**src/rtl/color_match_judge_if.sv**
```systemverilog
// Bus between the colour-match judge and its surroundings: colour generator
// inputs, game control inputs and the round/score outputs.
interface color_match_judge_if #(
  parameter int SCORE_W = 8
);
  logic               start;
  logic [11:0]        plats_in;
  logic [2:0]         ball_in;
  logic               land;
  logic [1:0]         land_idx;
  logic               color_req;
  logic [11:0]        plat_color;
  logic [2:0]         ball_color;
  logic               hit;
  logic               miss;
  logic [SCORE_W-1:0] score;
  logic [2:0]         lives;
  logic               game_over;

  modport master (
    output start, plats_in, ball_in, land, land_idx,
    input  color_req, plat_color, ball_color, hit, miss, score, lives, game_over
  );

  modport slave (
    input  start, plats_in, ball_in, land, land_idx,
    output color_req, plat_color, ball_color, hit, miss, score, lives, game_over
  );
endinterface

```
**src/rtl/color_match_judge.sv**
```systemverilog
// Colour-match game judge: picks a ball/platform colour set per round
// (guaranteeing at least one matching platform), judges each landing as a
// hit or a miss, and keeps score and remaining lives.
module color_match_judge #(
  parameter int LIVES   = 3,
  parameter int SCORE_W = 8
) (
  input  logic               clk,
  input  logic               resetn,
  color_match_judge_if.slave bus
);

  typedef enum logic [2:0] {
    S_IDLE,
    S_LOAD,
    S_CHECK,
    S_PLAY,
    S_OVER
  } state_e;

  state_e             state_q, state_d;
  logic [SCORE_W-1:0] score_q, score_d;
  logic [2:0]         lives_q, lives_d;
  logic [1:0]         reroll_q, reroll_d;
  logic [11:0]        plat_q, plat_d;
  logic [2:0]         ball_q, ball_d;
  logic               hit_q, hit_d;
  logic               miss_q, miss_d;

  // Colour of platform idx within a packed set of four platforms.
  function automatic logic [2:0] plat_at(input logic [11:0] plats, input logic [1:0] idx);
    case (idx)
      2'd0:    plat_at = plats[2:0];
      2'd1:    plat_at = plats[5:3];
      2'd2:    plat_at = plats[8:6];
      default: plat_at = plats[11:9];
    endcase
  endfunction

  // True when at least one platform carries the ball colour.
  function automatic logic any_match(input logic [11:0] plats, input logic [2:0] ball);
    any_match = 1'b0;
    for (int k = 0; k < 4; k++) begin
      if (plats[3*k +: 3] == ball) any_match = 1'b1;
    end
  endfunction

  // State and datapath registers; everything clears on reset, including the
  // colours, so the outputs read zero while the block is held in reset.
  always_ff @(posedge clk or negedge resetn) begin
    if (!resetn) begin
      state_q  <= S_IDLE;
      score_q  <= '0;
      lives_q  <= '0;
      reroll_q <= '0;
      plat_q   <= '0;
      ball_q   <= '0;
      hit_q    <= 1'b0;
      miss_q   <= 1'b0;
    end else begin
      state_q  <= state_d;
      score_q  <= score_d;
      lives_q  <= lives_d;
      reroll_q <= reroll_d;
      plat_q   <= plat_d;
      ball_q   <= ball_d;
      hit_q    <= hit_d;
      miss_q   <= miss_d;
    end
  end

  // Next-state logic: round setup with bounded rerolls, then landing judgement.
  always_comb begin
    state_d  = state_q;
    score_d  = score_q;
    lives_d  = lives_q;
    reroll_d = reroll_q;
    plat_d   = plat_q;
    ball_d   = ball_q;
    hit_d    = 1'b0;
    miss_d   = 1'b0;
    case (state_q)
      S_IDLE, S_OVER: begin
        if (bus.start) begin
          score_d  = '0;
          lives_d  = 3'(LIVES);
          reroll_d = '0;
          state_d  = S_LOAD;
        end
      end
      S_LOAD: begin
        plat_d  = bus.plats_in;
        ball_d  = bus.ball_in;
        state_d = S_CHECK;
      end
      S_CHECK: begin
        if (any_match(plat_q, ball_q)) begin
          reroll_d = '0;
          state_d  = S_PLAY;
        end else if (reroll_q != 2'd3) begin
          reroll_d = reroll_q + 2'd1;
          state_d  = S_LOAD;
        end else begin
          // Out of rerolls: make platform 0 match so the round is playable.
          plat_d[2:0] = ball_q;
          reroll_d    = '0;
          state_d     = S_PLAY;
        end
      end
      S_PLAY: begin
        if (bus.land) begin
          if (plat_at(plat_q, bus.land_idx) == ball_q) begin
            hit_d = 1'b1;
            if (score_q != {SCORE_W{1'b1}}) score_d = score_q + 1'b1;
            state_d = S_LOAD;
          end else begin
            miss_d  = 1'b1;
            lives_d = lives_q - 3'd1;
            state_d = (lives_q == 3'd1) ? S_OVER : S_LOAD;
          end
        end
      end
      default: state_d = S_IDLE;
    endcase
  end

  assign bus.color_req  = (state_q == S_LOAD);
  assign bus.game_over  = (state_q == S_OVER);
  assign bus.plat_color = plat_q;
  assign bus.ball_color = ball_q;
  assign bus.hit        = hit_q;
  assign bus.miss       = miss_q;
  assign bus.score      = score_q;
  assign bus.lives      = lives_q;

endmodule

```
**src/flat_wrapper.sv**
```systemverilog
// flat-port wrapper written by rule: the top's interface ports become plain ports
module color_match_judge_flat 
#(
  parameter int LIVES   = 3,
  parameter int SCORE_W = 8
)
  (clk, resetn, bus_start, bus_plats_in, bus_ball_in, bus_land, bus_land_idx, bus_color_req, bus_plat_color, bus_ball_color, bus_hit, bus_miss, bus_score, bus_lives, bus_game_over);
  color_match_judge_if #(.SCORE_W(SCORE_W)) bus_i ();
  input  logic clk;
  input  logic resetn;
  input wire logic [$bits(bus_i.start)-1:0] bus_start;
  input wire logic [$bits(bus_i.plats_in)-1:0] bus_plats_in;
  input wire logic [$bits(bus_i.ball_in)-1:0] bus_ball_in;
  input wire logic [$bits(bus_i.land)-1:0] bus_land;
  input wire logic [$bits(bus_i.land_idx)-1:0] bus_land_idx;
  output wire logic [$bits(bus_i.color_req)-1:0] bus_color_req;
  output wire logic [$bits(bus_i.plat_color)-1:0] bus_plat_color;
  output wire logic [$bits(bus_i.ball_color)-1:0] bus_ball_color;
  output wire logic [$bits(bus_i.hit)-1:0] bus_hit;
  output wire logic [$bits(bus_i.miss)-1:0] bus_miss;
  output wire logic [$bits(bus_i.score)-1:0] bus_score;
  output wire logic [$bits(bus_i.lives)-1:0] bus_lives;
  output wire logic [$bits(bus_i.game_over)-1:0] bus_game_over;
  assign bus_i.start = bus_start;
  assign bus_i.plats_in = bus_plats_in;
  assign bus_i.ball_in = bus_ball_in;
  assign bus_i.land = bus_land;
  assign bus_i.land_idx = bus_land_idx;
  assign bus_color_req = bus_i.color_req;
  assign bus_plat_color = bus_i.plat_color;
  assign bus_ball_color = bus_i.ball_color;
  assign bus_hit = bus_i.hit;
  assign bus_miss = bus_i.miss;
  assign bus_score = bus_i.score;
  assign bus_lives = bus_i.lives;
  assign bus_game_over = bus_i.game_over;
  color_match_judge #(.LIVES(LIVES), .SCORE_W(SCORE_W)) u_core (.clk(clk), .resetn(resetn), .bus(bus_i));
endmodule
```
**config.mk**
```make
export PLATFORM = sky130hd
export DESIGN_NAME = color_match_judge_flat
export DESIGN_NICKNAME = d
export VERILOG_FILES = /design/src/rtl/color_match_judge_if.sv /design/src/rtl/color_match_judge.sv /design/src/flat_wrapper.sv
export SDC_FILE = /design/constraint.sdc
export NUM_CORES = 1
export LEC_CHECK = 0
export BUFFER_PORTS_ARGS = -buffer_cell sky130_fd_sc_hd__buf_4
export CAP_MARGIN = 20
export CORE_MARGIN = 2
export CORE_UTILIZATION = 40
export CTS_CLUSTER_SIZE = 30
export DETAILED_ROUTE_END_ITERATION = 8
export GPL_TIMING_DRIVEN = 0
export PLACE_DENSITY = 0.61
export SETUP_SLACK_MARGIN = 0.05
export SYNTH_ARGS = -nofsm -noshare
export SYNTH_HDL_FRONTEND = slang
export SYNTH_SLANG_ARGS = --single-unit
```
**constraint.sdc**
```tcl
create_clock -name clk -period 3.01 [get_ports clk]
set_input_delay 0.602 -clock clk [delete_from_list [all_inputs] [get_ports clk]]
set_output_delay 0.602 -clock clk [all_outputs]
set_load 0.02 [all_outputs]
```
==> out/qor.csv <==
stage;metric;value;unit
status;status;completed;
global_routing;Tot GR Track Use;17.5;%
synth;Post-synth ARST share;100;%
floorplanning;Initial Util;41.6;%
timing;final hold violation count;0;
layout;Antenna Cells;0;
clocking;Post-CTS Setup Inserts;0;
drt;met2 wire len;2.06;mm
synth;Yosys cell types;39;
drt;Post-route DRC;0;
layout;share of post-route cells with drive strength above 1;38.5;%
synth;Synth Flop Type;dfrtp_1;
clocking;CTS tree;yes;
clocking;CTS Root Cell;clkbuf_8;
drt;via count;1458;
global_routing;initial antenna violation count;0;
clocking;latest clock arrival within the worst-skew pair;0.29;ns
drt;met3 routed WL;252;um
synth;Synth Cell Area;1820;sq um
timing;Final Critical Period;2.72;ns
setup_path;Critical Path Stages;3;
placed_design;dpl hpwl;3.09;mm
synth;synth warn;0;
setup_path;WP data required;2.41;ns
setup_path;CP bufs+invs;2;
clocking;Hold Buf Count CTS;0;
synth;syn_nets;190;
layout;layout net count;246;
drt;Pre-antenna DRT Iters;4;
hold_path;Hold/Removal Path Class;input port to asynchronous set/reset pin;
synth;Seq cells post-synth;33;
drt;max layer used;met4;
setup_path;critical path arrival;2.11;ns
layout;Syn-to-layout area delta;28.5;%
timing;Slew Limit Headroom;53.3;%
setup_path;crit end category;output pin;
floorplanning;Die Wd;71.5;um
placed_design;input/output buffers;49;
timing;Worst Clk Skew;0.00397;ns
layout;Final Core Density;53.4;%
timing;Final setup viols;0;
synth;Seq/Total Area, Yosys;45.3;%
floorplanning;Die Span Y;71.5;um
drt;met1 WL;1.73;mm
global_routing;first-pass GRT wire length;7.00;mm
timing;RSZ-0062 raised after global routing;no;
floorplanning;site row count;24;
setup_path;crit path max fanout;10;
floorplanning;DIE AREA;5110;sq um
drt;DR iter-0 viols;40;
clocking;cts bufs inserted;5;
synth;Post-synth top cells;dfrtp_1 (33), mux2_2 (18), xnor2_1 (14), nand2_1 (9);
synth;cells after synthesis;165;
drt;drt total wl;4.10;mm
setup_path;cell family with most CP delay;buffers and inverters;
floorplanning;CORE AREA;4380;sq um
synth;number of enable flip-flop cells after synthesis;0;
timing;hold_ws;0.248;ns
setup_path;crit start category;flop;
drt;Vias/cell;5.34;
pwr;leakage power total;1.10;nW
synth;Yosys top cell area share;45.3;%
pwr;PD cells;1090;nW/um^2
synth;most frequent cell after synthesis;dfrtp_1;
drt;WL per Instance;15.0;um
setup_path;slowest cell delay on critical path;0.62;ns
global_routing;number of global-route vias before repair;1526;
timing;fin. max-slew vios;0;
timing;f_max;368;MHz
global_routing;GR Overflow Total;0;
setup_path;worst-case reg-to-reg path depth;3;
placed_design;placed cell count;266;
clocking;Reg clk slew, reported paths;0.06;ns
floorplanning;Top Ports;51;
pwr;Power Total;0.00256;W
timing;setup TNS;0;ns
pwr;worst vdd ir;0.000613;V
drt;Post-DRT Antenna Nets;0;
timing;period utilisation layout;90.3;%
setup_path;Critical Path, Cell by Cell;nor3b_1, clkbuf_1, buf_4;
clocking;CTS resizes;0;
timing;worst slew pin tran;0.699;ns
clocking;CTS H-tree depth;2;
synth;top cells by area, synth;dfrtp_1 (45%), mux2_2 (11%), xnor2_1 (6.7%);
clocking;clk buf depth;2;
synth;mean post-synth cell area;11.0;sq um
setup_path;critical path's slowest cell;nor3b_1;
global_routing;largest net degree at the start of global routing;34;
layout;Non-Filler Instances;273;
clocking;clk sinks;33;
setup_path;Crit Path Class;flop to output pin;
job;Max Cap Viol;0;
synth;cell taking the most area after synthesis;dfrtp_1;
placed_design;routability congestion estimate;0.731;
## power breakdown
| group | switching, W | internal, W | leakage [nW] |
|---|---|---|---|
| Combinational | 0.000719 | 0.000703 | 0.644 |
| Sequential | 0.000185 | 0.000616 | 0.410 |
| Clock | 0.000154 | 0.000181 | 0.0443 |
| Total | 0.00106 | 0.00150 | 1.10 |
## area by class of cell
cell class              count  area, sq um
plain buffers               7         51.3
clock buffers               7         86.3
fillers                   394         2040
inverters                   8         30.0
multi-input cells         117          916
flip-flops and latches     33          826
well taps                  52         65.1
repair buffers             49          368
## through the flow
step / worst slack (ns) / instance area [sq um]
final: 0.293 / 2340
after global routing: 0.151 / 2340
after detailed placement: 0.590 / 2260
after floorplan: 0.784 / 1820
after global placement: 0.636 / 2260
after CTS: 0.280 / 2340
## placed cells by master (no fill, tap or decap), drive strengths merged, types with 4 or more instances in the layout
cell type / n
a21oi: 5
mux2i: 5
nand2: 9
mux2: 18
dfrtp: 33
inv: 8
o21ai: 6
nor2: 8
clkbuf: 9
o211ai: 5
xnor2: 15
ha: 4
buf: 54
nand3: 7
## state kept, by name, indices dropped and copies added, names as in the netlist
| name | cells |
|---|---|
| u_core.bus.lives | 3 |
| u_core.state_q | 3 |
| u_core.bus.plat_color | 12 |
| u_core.bus.score | 8 |
| u_core.reroll_q | 2 |
| u_core.bus.ball_color | 3 |
| u_core.bus.miss | 1 |
| u_core.bus.hit | 1 |
## logic make-up (layout without fill, tap and decap cells)
family	Yosys count	in the layout	share of synthesized area, %
flip-flops	33	33	45.3
adder cells (fa/ha/maj)	4	4	2.75
AND/OR/NAND/NOR	43	43	12.4
XOR/XNOR	18	18	9.06
buffers and inverters	15	71	4.46
multiplexers	24	24	15.1
AO/OA/AOI/OAI	28	28	11.0
## layer usage
metal / global-route usage [%] / up-vias
met3: 4.78 / 8
met1: 19.9 / 706
met2: 31.7 / 44
met5: 0 / -
met4: 5.66 / 0
li1: - / 700
## final timing paths
kind	end	start	slack, ns
worst max-delay path	bus_color_req	u_core.state_q[0]$_DFFE_PN0P_	0.29
worst min-delay path	u_core.bus.miss$_DFF_PN0_	resetn	0.25
worst max register to register	u_core.bus.plat_color[4]$_DFFE_PN0P_	u_core.state_q[0]$_DFFE_PN0P_	0.91
worst min register to register	u_core.state_q[1]$_DFFE_PN0P_	u_core.state_q[2]$_DFFE_PN0P_	0.50
max in group asynchronous	u_core.bus.plat_color[2]$_DFFE_PN0P_	resetn	2.46
min in group clk	u_core.state_q[1]$_DFFE_PN0P_	u_core.state_q[2]$_DFFE_PN0P_	0.50
Power figures use the tool's default switching activity.
